<file path="config.mk">
export PLATFORM = sky130hd
export DESIGN_NAME = bp_me_cache_pkt_arbiter
export DESIGN_NICKNAME = d
export VERILOG_FILES = /design/src/rtl/bp_me_cache_pkt_arbiter.sv
export SDC_FILE = /design/constraint.sdc
export NUM_CORES = 1
export LEC_CHECK = 0
export BUFFER_PORTS_ARGS = -buffer_cell sky130_fd_sc_hd__buf_2
export CAP_MARGIN = 20
export CORE_AREA = 2 2 195 197
export DETAILED_ROUTE_END_ITERATION = 8
export DIE_AREA = 0 0 197 199
export PLACE_DENSITY_LB_ADDON = 0.08
export SETUP_SLACK_MARGIN = 0.2
export SYNTH_ARGS = -nofsm -noshare
export SYNTH_HDL_FRONTEND = slang
export SYNTH_SLANG_ARGS = --single-unit
</file>
<file path="constraint.sdc">
create_clock -name clk_i -period 2.5 [get_ports clk_i]
set_clock_uncertainty 0.2 [all_clocks]
set_input_delay 0.5 -clock clk_i [delete_from_list [all_inputs] [get_ports clk_i]]
set_output_delay 0.5 -clock clk_i [all_outputs]
set_load 0.02 [all_outputs]
</file>
<file path="src/rtl/bp_me_cache_pkt_arbiter.sv">
// Round-robin arbiter that lets num_req_p requesters share one bsg_cache packet port.
// A FIFO of owner IDs routes the in-order cache responses back to their issuers.
module bp_me_cache_pkt_arbiter #(
  parameter int num_req_p    = 2,
  parameter int pkt_width_p  = 118,
  parameter int data_width_p = 64,
  parameter int els_p        = 4
) (
  input  logic                             clk_i,
  input  logic                             reset_i,
  input  logic [num_req_p*pkt_width_p-1:0] pkt_i,
  input  logic [num_req_p-1:0]             pkt_v_i,
  input  logic [num_req_p-1:0]             pkt_lock_i,
  output logic [num_req_p-1:0]             pkt_yumi_o,
  output logic [data_width_p-1:0]          data_o,
  output logic [num_req_p-1:0]             data_v_o,
  input  logic [num_req_p-1:0]             data_yumi_i,
  output logic [pkt_width_p-1:0]           cache_pkt_o,
  output logic                             cache_pkt_v_o,
  input  logic                             cache_pkt_ready_i,
  input  logic [data_width_p-1:0]          cache_data_i,
  input  logic                             cache_v_i,
  output logic                             cache_yumi_o,
  output logic                             err_o
);

  localparam int id_w  = $clog2(num_req_p);
  localparam int cnt_w = $clog2(els_p + 1);
  localparam int ptr_w = $clog2(els_p);

  logic [id_w-1:0]  rr_r;
  logic             locked_r;
  logic [id_w-1:0]  owner_r;
  logic [id_w-1:0]  owner_mem [els_p];
  logic [ptr_w-1:0] wptr_r;
  logic [ptr_w-1:0] rptr_r;
  logic [cnt_w-1:0] cnt_r;
  logic             err_r;

  logic             grant_v;
  logic [id_w-1:0]  grant_id;
  logic [id_w-1:0]  scan_idx;
  logic [id_w-1:0]  rr_next;
  logic [id_w-1:0]  head;
  logic             issue;
  logic             resp_v;
  logic             pop;

  // Scan downward from the farthest offset so the requester nearest rr_r wins last.
  always_comb begin
    grant_v  = 1'b0;
    grant_id = '0;
    scan_idx = '0;
    if (locked_r) begin
      grant_v  = pkt_v_i[owner_r];
      grant_id = owner_r;
    end else begin
      for (int i = num_req_p - 1; i >= 0; i--) begin
        scan_idx = id_w'((int'(rr_r) + i) % num_req_p);
        if (pkt_v_i[scan_idx]) begin
          grant_v  = 1'b1;
          grant_id = scan_idx;
        end
      end
    end
  end

  // Handshakes: a requester packet transfers when pkt_yumi_o is set (ready-then-valid
  // toward the cache, so cache_pkt_v_o only rises while cache_pkt_ready_i is high);
  // a response transfers when data_v_o and data_yumi_i are both set for the head owner.
  assign issue   = grant_v & cache_pkt_ready_i & (cnt_r < cnt_w'(els_p)) & ~reset_i;
  assign rr_next = (grant_id == id_w'(num_req_p - 1)) ? '0 : grant_id + 1'b1;
  assign head    = owner_mem[rptr_r];
  assign resp_v  = cache_v_i & (cnt_r != '0) & ~reset_i;
  assign pop     = resp_v & data_yumi_i[head];

  always_comb begin
    pkt_yumi_o  = '0;
    cache_pkt_o = '0;
    data_v_o    = '0;
    if (issue) begin
      pkt_yumi_o[grant_id] = 1'b1;
      cache_pkt_o          = pkt_i[grant_id*pkt_width_p +: pkt_width_p];
    end
    data_v_o[head] = resp_v;
  end

  assign cache_pkt_v_o = issue;
  assign cache_yumi_o  = pop;
  assign data_o        = reset_i ? '0 : cache_data_i;
  assign err_o         = err_r;

  always_ff @(posedge clk_i or posedge reset_i) begin
    if (reset_i) begin
      rr_r     <= '0;
      locked_r <= 1'b0;
      owner_r  <= '0;
      wptr_r   <= '0;
      rptr_r   <= '0;
      cnt_r    <= '0;
      err_r    <= 1'b0;
    end else begin
      if (issue) begin
        rr_r     <= rr_next;
        locked_r <= pkt_lock_i[grant_id];
        owner_r  <= grant_id;
        wptr_r   <= (wptr_r == ptr_w'(els_p - 1)) ? '0 : wptr_r + 1'b1;
      end
      if (pop) begin
        rptr_r <= (rptr_r == ptr_w'(els_p - 1)) ? '0 : rptr_r + 1'b1;
      end
      cnt_r <= cnt_r + cnt_w'(issue) - cnt_w'(pop);
      if (cache_v_i && (cnt_r == '0)) begin
        err_r <= 1'b1;
      end
    end
  end

  // Owner storage needs no reset: entries are only read while cnt_r is non-zero.
  always_ff @(posedge clk_i) begin
    if (issue) begin
      owner_mem[wptr_r] <= grant_id;
    end
  end

endmodule

</file>
======== Word-level counts from Yosys, hierarchy flattened ========
Memory sizes are Yosys's and may differ from the RTL's.
Cells that the tools add are included.
cells by class
  $add $sub $neg .......................... 6
  multiply operators ...................... 1
  order comparisons ....................... 8
  eq/ne operators ......................... 2
  shifts and indexed selects .............. 1
  mux-type cells .......................... 28
  bitwise gates (word level) .............. 8
  reductions and logical operators ........ 5
operators with widths
  cell                                                                           number
  236-bit by 9-bit indexed part select with 118-bit output                       1
  118-bit two-way mux                                                            1
  64-bit two-way mux                                                             1
  1-bit two-way mux                                                              21
  1-bit by 2-bit less-than comparator with 1-bit output (second input constant)  5
  1-bit by 6-bit multiplier with 7-bit output (second input constant)            1
  1-bit AND                                                                      6
  2-bit two-way mux                                                              3
  2-bit by 1-bit adder with 2-bit output (second input constant)                 2
  2-bit == test (second input constant)                                          2
  3-bit by 1-bit adder with 3-bit output                                         1
  1-bit logical AND                                                              3
  3-bit zero test                                                                1
  3-bit less-than comparator (second input constant)                             1
  3-bit nonzero test                                                             1
  3-bit by 1-bit subtractor with 3-bit output                                    1
  1-bit adder (second input constant)                                            2
  2-bit AND                                                                      1
  1-bit demux with 1-bit select                                                  2
  1-bit >= comparator (second input constant)                                    2
  1-bit NOT                                                                      1
storage, ports and cells
  flip-flop bits (word level) ............. 11
  bits in writable memories ............... 4
  logic and storage cells ................. 67
  memories ................................ 1
memory list
  memory     words  bits a word  read ports  clocked after Yosys merged registers in  write ports  line  RTL
  owner_mem  4      1            1           0                                        1            34    logic [id_w-1:0] owner_mem [els_p];

======== Logic depth before layout (Yosys ltp) ========
Gate-level depths: netlist (run 1).
  word-level depth ........................ 11
  mapped depth ............................ 9
  gate-level depth less buffers ........... 9

======== Least setup slack after synthesis (run 1) ========
No wires, ideal clock.
  path kind ............................... reg2reg
  start point ............................. reg rptr_r[0]
  end point ............................... reg cnt_r[2]
  setup time .............................. 0.123 ns
  data arrival time ....................... 2.514 ns
  setup slack ............................. -0.336 ns
  cell stages (with the launch flop) ...... 10
  buffers on the path ..................... 0
  period minus slack after synthesis ...... 2.836 ns
  cell sequence ........................... dfrtp_1 -> mux4_2 -> mux2i_1 -> nor2_1 -> ha_1 -> inv_1 -> ha_1 -> fa_1 -> xor2_1 -> xnor2_1
on the way
  word-level cells in the longest chain between the ends .. 5
RTL lines
  element                                                line  RTL
  from (decl)                                            36    logic [ptr_w-1:0] rptr_r;
  from (signal assigned)                                 110   rptr_r <= (rptr_r == ptr_w'(els_p - 1)) ? '0 : rptr_r + 1'b1;
  memory read 4 x 1 bit                                  -
  1-bit two-way mux (not written as such) (2 in series)  75    assign pop = resp_v & data_yumi_i[head];
  1-bit AND                                              75
  via cache_yumi_o                                       23    output logic cache_yumi_o,
  3-bit by 1-bit subtractor with 3-bit output            112   cnt_r <= cnt_r + cnt_w'(issue) - cnt_w'(pop);
  to (signal assigned)                                   112
  to (decl)                                              37    logic [cnt_w-1:0] cnt_r;
The timed path passes the listed nets, and every way through them passes these cells. The select of a mux whose other input is x is not followed.
A chain may end at the register's enable or synchronous reset.

======== Worst setup path in the final report (run 1) ========
  start point ............................. reg owner_r
  end point ............................... out cache_pkt_o[36]
on the way
  word-level cells in the longest chain between the ends .. 7
  elaborated cells between the ends (all ways) .. 10
RTL lines
  element                                                                              line  RTL
  from (decl)                                                                          33    logic [id_w-1:0] owner_r;
  from (signal assigned)                                                               106   owner_r <= grant_id;
  branches (longest 6 deep; another with 1-bit by 6-bit multiplier with 7-bit output)  -
  118-bit two-way mux *                                                                81    if (issue) begin
  to (decl)                                                                            18    output logic [pkt_width_p-1:0] cache_pkt_o,
Every way passes the cells marked *. The select of a mux whose other input is x is not followed.

==> run_results.csv, run 1 <==
group,metric,value,unit
sta,finalCritPeriodShare,104,%
run_status,status,"finished, violations left",
worst_hold_path,hold_class,"reg -> reg",
global_routing,antenna_found_initial,0,
yosys,synth_top_area_share,31.3,%
detailed_routing,highest-signal-layer,"met4",
final_layout,areaGrowthSynthToFinish,225,%
setup_path,critPathRequiredTime,1.80,ns
yosys,synthDistinctLibCells,27,
yosys,syn_area_per_cell,5.39,sq um
global_routing,grt_pass1_vias,5530,
floorplan,rows,71,
floorplan,die-area,39200,sq um
setup_path,end_kind,"output port",
setup_path,crit_fanout,8,
detailed_routing,met3WireLength,1790,um
pwr,p_seq_share,6.4,%
detailed_routing,vias,5736,
global_routing,grt_start_max_net_pins,46,
floorplan,core,37100,sq um
pwr,p_int,0.00346,W
setup_path,cp-startpoint,"owner_r$_DFFE_PP0P_",
yosys,netlist_instances,533,
floorplan,ios,499,
setup_path,critPathKind,"reg -> out",
sta,clock.fmax,0.383,GHz
job,drv_cap,0,
final_layout,drive_gt1_share,70.7,%
placement,dp_hpwl,17900,um
pwr,clock_power_share,4.6,%
pwr,net-switching-power,0.00333,W
floorplan,die_w,197,um
pwr,switching_share,49.1,%
pwr,peakVddDrop,0.000309,V
setup_path,reg2reg_from,"rptr_r[0]$_DFFE_PP0P_",
sta,grt_setup_unrepaired,"yes",
yosys,yosysTopAreaCell,"nand2_1",
cts,cts_max_level,1,
cts,holdBufCountCts,0,
cts,clock_latency,0.24,ns
floorplan,initial_core_util,7.73,%
detailed_routing,drc_errors,0,
detailed_routing,drt-met1-wl,8840,um
global_routing,grt_first_pass_wirelength,32100,um
detailed_routing,drtAntennaViolNets,0,
floorplan,die_h,199,um
sta,setup_violations,109,
cts,root_buffer,"clkbuf_16",
cts,path_clk_slew,0.05,ns
yosys,synthTopCellsByArea,"nand2_1, a21oi_1, nor2b_1, dfrtp_1, edfxtp_1",
pwr,powerDensity,728,nW/um^2
detailed_routing,first_pass_iters,4,
sta,worst_slew_pin_slew,0.506,ns
run_status,violations,"negative setup slack",
placement,port_buffers,498,
detailed_routing,drt_iter0_drc,106,
sta,fin_ws,-0.111,ns
final_layout,diodes,0,
sta,slew_viol_final,0,
pwr,cellLeakagePower,4.45,nW
sta,min_period,2.61,ns
yosys,yosysWarningCount,0,
detailed_routing,wl_met2,13600,um
setup_path,worstPathArrival,1.91,ns
global_routing,overflow,0,
worst_hold_path,hold_start,"err_o$_DFFE_PP0P_",
yosys,synth_edf_count,4,
placement,place_area,6860,sq um
yosys,ys_seq_area_share,13.8,%
yosys,synth_nets,851,
placement,routabilityCongestion,0.739,
cts,cts_sinks,15,
sta,max-slew-margin-rel,66.2,%
cts,numCtsBuffers,3,
cts,tritoncts,"done",
sta,hold_viol,0,
final_layout,fin_area,9320,sq um
yosys,synth-seq-cells,15,
cts,clockBufferDepth,2,
detailed_routing,routedWlPerCell,15.6,um
global_routing,grt_use_total,10.7,%
final_layout,fin_nets,1405,
yosys,netlist_area,2870,sq um
detailed_routing,wirelength,24400,um
detailed_routing,via_per_inst,3.68,
setup_path,start_kind,"register",
sta,setup-tns-final,-7.40,ns
yosys,dominantRegCellSynth,"dfrtp_1",
yosys,async_flop_share,73.3,%
pwr,p_comb_share,89.0,%
-- through the flow --
stage               util (%)  cells  worst slack (ns)  power [W]  hold WS, ns
global route            25.1   1560            -0.195    0.00734        0.293
floorplan                  -    533            -0.126    0.00257        0.250
detailed placement      18.5   1514           -0.0736    0.00434        0.260
CTS                     21.2   1539           -0.0962    0.00571        0.268
global placement        18.5   1514            -0.113    0.00440        0.247
finish                  25.1   1560            -0.111    0.00679        0.257
-- worst max-delay path, stage by stage (launching register included) --
cell       delay [ns]
dfrtp_1          0.41
or3b_4           0.42
o2111ai_4        0.12
buf_12           0.17
buf_16           0.16
clkbuf_16        0.20
a21oi_2          0.04
buf_6            0.13
-- per-layer routing --
metal / global-route usage, % / up-vias
met5: 0 / -
met4: 1.36 / 0
met3: 2.10 / 10
met2: 22.2 / 302
met1: 11.3 / 2612
li1: - / 2812
-- timing repair --
item,CTS,global route
pin swaps,21,39
gates cloned,8,10
endpoints found under the setup margin,124,146
setup buffers,13,11
gates resized for setup,192,229
-- cells in the mapped netlist, drive strengths merged (3+ instances only) --
cell and n:
a21oi 118, and2 4, buf 22, clkbuf 24, dfrtp 11, edfxtp 4
ha 7, inv 9, nand2 239, nor2 8, nor2b 66, o21ai 3
-- registers in the layout, indices dropped and copies added, names as in the netlist --
register,count
owner_mem,4
cnt_r,3
rptr_r,2
wptr_r,2
err_o,1
locked_r,1
owner_r,1
rr_r,1
-- layout by cell type (no fill, tap or decap), drive strengths merged --
master   count
a21boi       1
a21o         2
a21oi      118
and2         4
buf        585
clkbuf      14
clkinv       1
dfrtp       11
edfxtp       4
fa           1
ha           7
inv          8
mux2         2
mux2i        2
mux4         1
nand2      239
nand2b       1
nor2         8
nor2b       66
nor3         1
o2111ai      1
o21a         1
o21ai        3
or3          1
or3b         2
xnor2        1
xor2         1
-- worst paths after layout --
check / endpoint / slack (ns) / cells past startpoint
setup reg to reg: cnt_r[2]$_DFF_PP0_ / -0.06 / 9
hold / removal: err_o$_DFFE_PP0P_ / 0.26 / 1
setup / recovery: cache_pkt_o[36] / -0.11 / 7
max in group asynchronous: wptr_r[0]$_DFFE_PP0P_ / 1.36 / 3
min in group asynchronous: err_o$_DFFE_PP0P_ / 0.40 / 3
hold reg to reg: err_o$_DFFE_PP0P_ / 0.26 / 1
-- power groups by stage --
stage	combinational, W	sequential (W)	clock, W
2_1_floorplan	0.00213	0.000434	0
3_3_place_gp	0.00395	0.000445	0
3_5_place_dp	0.00390	0.000443	0
4_1_cts	0.00495	0.000443	0.000323
5_1_grt	0.00654	0.000454	0.000340
6_report	0.00604	0.000438	0.000311
-- layout make-up --
class	instances	area, sq um
clock buffers	4	78.8
fillers	4079	27800
inverters	9	46.3
multi-input cells	463	3470
flip-flops and latches	15	395
well taps	474	593
repair buffers	595	4730
-- kinds of logic after synthesis --
kind of cell / share of synthesized area (%)
compound gates: 22.7
xor+xnor: 0.610
fa+ha+maj: 3.75
buf+inv: 8.15
flops: 13.8
mux: 2.27
simple gates: 48.8
Power figures use the tool's default switching activity.
==> inputs of run 2 (changes only) <==
--- a/config.mk
+++ b/config.mk
@@ -10,6 +10,7 @@
 export CORE_AREA = 2 2 195 197
 export DETAILED_ROUTE_END_ITERATION = 8
 export DIE_AREA = 0 0 197 199
+export MAX_ROUTING_LAYER = met4
 export PLACE_DENSITY_LB_ADDON = 0.08
 export SETUP_SLACK_MARGIN = 0.2
 export SYNTH_ARGS = -nofsm -noshare
==> run 2 against run 1 <==
The flow still finishes with violations (negative setup slack). Total power decreased by 0.15%. Wire length up 0.32%. Core utilization hardly changed. Sequential share of layout area barely moved. Critical endpoint unchanged. Largest power group unchanged.
==> run_results.csv, run 2 (synthesis gave the netlist of run 1 again) <==
group,metric,value,unit
floorplan,die_h,199,um
floorplan,die-area,39200,sq um
floorplan,core,37100,sq um
final_layout,postLayoutCoreUtil,25.1,%
placement,routabilityCongestion,0.748,
final_layout,diodes,0,
sta,setup_violations,109,
setup_path,ff2ff_setup_slack,-0.06,ns
floorplan,die_w,197,um
global_routing,grt_pass1_vias,5549,
worst_hold_path,holdPathStages,1,
detailed_routing,wirelength,24500,um
placement,port_buffers,498,
job,drv_cap,0,
global_routing,overflow,0,
sta,max-slew-margin-rel,66.5,%
setup_path,r2r_end,"cnt_r[2]$_DFF_PP0_",
global_routing,antenna_found_initial,0,
floorplan,initial_core_util,7.73,%
final_layout,drive_gt1_share,70.6,%
setup_path,reg2reg_from,"rptr_r[0]$_DFFE_PP0P_",
worst_hold_path,hold_start,"err_o$_DFFE_PP0P_",
pwr,p_seq_share,6.5,%
detailed_routing,first_pass_iters,4,
global_routing,grt_first_pass_wirelength,32000,um
cts,root_buffer,"clkbuf_16",
cts,clock_latency,0.24,ns
sta,fin_ws,-0.112,ns
floorplan,rows,71,
run_status,violations,"negative setup slack",
global_routing,grt_use_total,11.1,%
final_layout,largest_register_ffs,4,
placement,place_area,6860,sq um
final_layout,top_regs,"owner_mem (4), cnt_r (3)",
pwr,p_comb_share,89.0,%
sta,hold_viol,0,
sta,grt_setup_unrepaired,"yes",
final_layout,final_common_cell,"buf_2",
cts,holdBufCountCts,0,
detailed_routing,vias,5713,
worst_hold_path,hold_class,"reg -> reg",
final_layout,areaGrowthSynthToFinish,224,%
setup_path,end_kind,"output port",
floorplan,ios,499,
cts,clockBufferDepth,2,
pwr,powerDensity,728,nW/um^2
detailed_routing,via_per_inst,3.66,
detailed_routing,routedWlPerCell,15.7,um
cts,numCtsBuffers,3,
setup_path,crit_fanout,8,
setup_path,critPathKind,"reg -> out",
pwr,switching_share,49.2,%
sta,hold_ws,0.257,ns
final_layout,layout.cells.non_filler,1560,
detailed_routing,drtAntennaViolNets,0,
worst_hold_path,min_to,"err_o$_DFFE_PP0P_",
pwr,net-switching-power,0.00333,W
placement,placed_cells,1514,
final_layout,fin_area,9310,sq um
pwr,power,0.00678,W
setup_path,worstRegToRegCells,9,
pwr,p_int,0.00344,W
run_status,status,"finished, violations left",
cts,tritoncts,"done",
global_routing,grt_start_max_net_pins,46,
sta,finalCritPeriodShare,104,%
setup_path,critPathRequiredTime,1.80,ns
sta,min_period,2.61,ns
final_layout,top_register,"owner_mem",
cts,cts_max_level,1,
setup_path,worstPathArrival,1.91,ns
detailed_routing,drt_iter0_drc,101,
sta,slew_viol_final,0,
placement,dp_hpwl,17900,um
sta,worst_slew_pin_slew,0.502,ns
detailed_routing,drc_errors,0,
setup_path,start_kind,"register",
final_layout,final_cell_mix,"buf_2, nand2_1, buf_6",
pwr,peakVddDrop,0.000308,V
pwr,clock_power_share,4.6,%
sta,clock.fmax,0.383,GHz
cts,cts_sinks,15,
pwr,cellLeakagePower,4.45,nW
final_layout,fin_nets,1405,
cts,path_clk_slew,0.05,ns
[run 2: what timing repair did]
item | in CTS | in global routing
cloned | 8 | 10
pin swaps | 21 | 38
setup endpoints to repair | 124 | 146
buffers inserted | 13 | 11
gates resized for setup | 192 | 227
[run 2: routing by layer]
metal | part of all wire (%) | global-route usage (%)
met1 | 37 | 11.5
met2 | 56 | 22.3
met3 | 6.8 | 1.63
met4 | 0.62 | 1.36
met5 | 0 | -
[run 2: critical path, stage by stage, from the launching register on]
cell and delay, ns:
dfrtp_1 0.41, or3b_4 0.42, o2111ai_4 0.12, buf_12 0.17
buf_16 0.16, clkbuf_16 0.20, a21oi_2 0.04, buf_6 0.13
[run 2: through the flow]
step           setup slack [ns]  setup TNS (ns)
2_1_floorplan            -0.126          -0.225
3_3_place_gp             -0.113           -1.40
3_5_place_dp            -0.0736          -0.970
4_1_cts                 -0.0962           -6.08
5_1_grt                  -0.195          -16.85
6_report                 -0.112           -7.44
[run 2: power groups by stage]
| stage | combinational, W | sequential (W) | clock, W |
|---|---|---|---|
| CTS | 0.00495 | 0.000443 | 0.000323 |
| floorplan | 0.00213 | 0.000434 | 0 |
| detailed placement | 0.00390 | 0.000443 | 0 |
| global route | 0.00653 | 0.000454 | 0.000340 |
| global placement | 0.00395 | 0.000445 | 0 |
| finish | 0.00603 | 0.000438 | 0.000311 |
[run 2: final cells by class]
class / count / area, sq um
multi-input cells: 463 / 3470
flip-flops and latches: 15 / 395
fillers: 4079 / 27800
clock buffers: 4 / 78.8
well taps: 474 / 593
repair buffers: 595 / 4720
inverters: 9 / 46.3
[run 2: how the worst max path moves through the flow]
stage	start	to	slack [ns]	cells after the start
floorplan	rptr_r[0]$_DFFE_PP0P_	cnt_r[2]$_DFF_PP0_	-0.13	9
global placement	rptr_r[0]$_DFFE_PP0P_	cnt_r[2]$_DFF_PP0_	-0.11	9
detailed placement	rptr_r[0]$_DFFE_PP0P_	cnt_r[2]$_DFF_PP0_	-0.07	9
CTS	locked_r$_DFFE_PP0P_	cache_pkt_o[50]	-0.1	7
global route	locked_r$_DFFE_PP0P_	cache_pkt_o[105]	-0.19	7
finish	owner_r$_DFFE_PP0P_	cache_pkt_o[36]	-0.11	7
==> inputs of run 3 (changes only) <==
--- a/config.mk
+++ b/config.mk
@@ -5,11 +5,11 @@
 export SDC_FILE = /design/constraint.sdc
 export NUM_CORES = 1
 export LEC_CHECK = 0
-export BUFFER_PORTS_ARGS = -buffer_cell sky130_fd_sc_hd__buf_2
 export CAP_MARGIN = 20
 export CORE_AREA = 2 2 195 197
 export DETAILED_ROUTE_END_ITERATION = 8
 export DIE_AREA = 0 0 197 199
+export DONT_BUFFER_PORTS = 1
 export MAX_ROUTING_LAYER = met4
 export PLACE_DENSITY_LB_ADDON = 0.08
 export SETUP_SLACK_MARGIN = 0.2
==> run 3 against run 2 <==
The flow still finishes with violations (negative setup slack). Global-route usage is 2.7 points lower. Final cell count is 30% lower. Count of clock-buffer cells in the layout is 1 lower. Core utilization is 4.2 points lower. Non-clock buffer count is 467 lower. Worst setup slack better by 0.010 ns. Wire length is 2.8% lower. Combinational power is 19% higher. Sequential share of layout area is 0.86 points higher. Fmax is 0.40% higher. Total power is 17% higher. Largest cell class is now multi-input gates. Highest routed layer unchanged.
==> run_results.csv, run 3 (synthesis gave the netlist of run 1 again) <==
group,metric,value,unit
placement,port_buffers,0,
final_layout,top_register,"owner_mem",
sta,worst_slew_pin_slew,0.649,ns
detailed_routing,drt_iter0_drc,110,
setup_path,ff2ff_setup_slack,-0.10,ns
setup_path,critPathKind,"reg -> reg",
sta,hold_ws,0.0401,ns
pwr,powerDensity,1020,nW/um^2
global_routing,grt_use_total,8.37,%
sta,clock.fmax,0.384,GHz
setup_path,reg2reg_from,"rptr_r[0]$_DFFE_PP0P_",
sta,finalCritPeriodShare,104,%
job,drv_cap,0,
detailed_routing,routedWlPerCell,21.7,um
detailed_routing,first_pass_iters,4,
setup_path,critPathRequiredTime,2.44,ns
floorplan,core,37100,sq um
cts,root_buffer,"clkbuf_16",
global_routing,antenna_found_initial,4,
setup_path,cp_slowest_cell,"mux4_2",
worst_hold_path,hold_class,"in -> async",
global_routing,overflow,0,
sta,min_period,2.60,ns
pwr,peakVddDrop,0.000462,V
setup_path,worstRegToRegCells,9,
run_status,status,"finished, violations left",
detailed_routing,vias,4359,
floorplan,ios,499,
pwr,power,0.00793,W
cts,clockBufferDepth,2,
placement,placed_cells,1013,
cts,cts_sinks,15,
sta,hold_viol,0,
placement,routabilityCongestion,0.775,
detailed_routing,wirelength,23800,um
final_layout,final_cell_mix,"a21oi_4, nand2_4, nand2_1",
floorplan,die-area,39200,sq um
setup_path,start_kind,"register",
final_layout,top_regs,"owner_mem (4), cnt_r (3)",
sta,max-slew-margin-rel,56.6,%
cts,cts_max_level,1,
detailed_routing,drc_errors,0,
cts,tritoncts,"done",
detailed_routing,via_per_inst,3.98,
sta,setup_violations,39,
cts,numCtsBuffers,3,
final_layout,fin_nets,938,
sta,slew_viol_final,0,
floorplan,initial_core_util,7.73,%
final_layout,drive_gt1_share,69.8,%
final_layout,final_common_cell,"a21oi_4",
final_layout,postLayoutCoreUtil,20.9,%
cts,clock_latency,0.25,ns
setup_path,crit_chain,"mux4_2 > mux2i_2 > nor2_2 > ha_1 > inv_1 > ha_2 > fa_2 > xor2_2 > xnor2_1",
detailed_routing,drtAntennaViolNets,0,
setup_path,end_kind,"register",
sta,fin_ws,-0.102,ns
global_routing,grt_first_pass_wirelength,24000,um
final_layout,areaGrowthSynthToFinish,171,%
setup_path,slowest_delay,0.56,ns
final_layout,largest_register_ffs,4,
setup_path,worstPathArrival,2.54,ns
floorplan,die_h,199,um
final_layout,layout.cells.non_filler,1095,
pwr,cellLeakagePower,2.88,nW
setup_path,r2r_end,"cnt_r[2]$_DFF_PP0_",
cts,path_clk_slew,0.05,ns
floorplan,die_w,197,um
global_routing,grt_start_max_net_pins,68,
placement,dp_hpwl,14200,um
run_status,violations,"negative setup slack",
floorplan,rows,71,
final_layout,n_fill_cell,4005,
setup_path,crit_fanout,2,
setup_path,critical_path_buf_inv_count,1,
sta,grt_setup_unrepaired,"yes",
global_routing,grt_pass1_vias,3804,
setup_path,critPathTopFamily,"adder cells",
run 3: stage by stage:
step	cell area (sq um)	setup TNS [ns]	worst slack [ns]
2_1_floorplan	3290	-0.225	-0.126
3_3_place_gp	4200	-0.308	-0.130
3_5_place_dp	4200	-0.247	-0.121
4_1_cts	4960	-7.27	-0.104
5_1_grt	7760	-8.16	-0.237
6_report	7760	-1.21	-0.102
run 3: layout make-up:
| class | count | area [sq um] | area share [%] |
|---|---|---|---|
| clock buffer | 3 | 75.1 | 0.967 |
| antenna | 2 | 5.00 | 0.0645 |
| sequential | 15 | 397 | 5.11 |
| timing repair buffer | 128 | 2190 | 28.3 |
| clock inverter | 1 | 7.51 | 0.0967 |
| tap | 474 | 593 | 7.64 |
| multi-input combinational | 463 | 4440 | 57.2 |
| inverter | 9 | 53.8 | 0.693 |
run 3: how the worst max path moves through the flow:
stage                                startpoint                  to  cells after the start
final                     rptr_r[0]$_DFFE_PP0P_  cnt_r[2]$_DFF_PP0_                      9
after floorplan           rptr_r[0]$_DFFE_PP0P_  cnt_r[2]$_DFF_PP0_                      9
after global routing      rptr_r[0]$_DFFE_PP0P_  cnt_r[2]$_DFF_PP0_                      9
after CTS                  locked_r$_DFFE_PP0P_    cache_pkt_o[117]                      8
after detailed placement             pkt_v_i[0]      cache_pkt_o[5]                      7
after global placement               pkt_v_i[0]      cache_pkt_o[5]                      7
run 3: worst register-to-register path, delay by kind of cell, from the launching register on:
kind	cells	cell delay (ns)
buffers and inverters	1	0.04
muxes	2	0.77
xor gates and xnor gates	2	0.28
adders and majority gates	3	0.78
and+or+nand+nor	1	0.06
DFF	1	0.37
run 3: power by group:
part | internal, W | switching (W) | total, W
logic | 0.00324 | 0.00392 | 0.00716
clock network | 0.000216 | 0.000111 | 0.000327
registers | 0.000362 | 0.0000891 | 0.000451
total | 0.00382 | 0.00412 | 0.00793
run 3: what timing repair did:
item | 4_1_cts | 5_1_grt
buffers inserted | 7 | 28
setup endpoints to repair | 127 | 126
hold buffers | 0 | 0
pin swaps | 17 | 170
resized for setup | 73 | 413
gates cloned | 5 | 36
run 3: layer usage:
metal  vias to the layer above  wire (um)  GRT usage (%)
met2                       334      12700           16.6
met4                         0        887           3.51
met3                        44       1350           1.20
li1                       1886          -              -
met1                      2095       8850           8.09
met5                         -          0              -
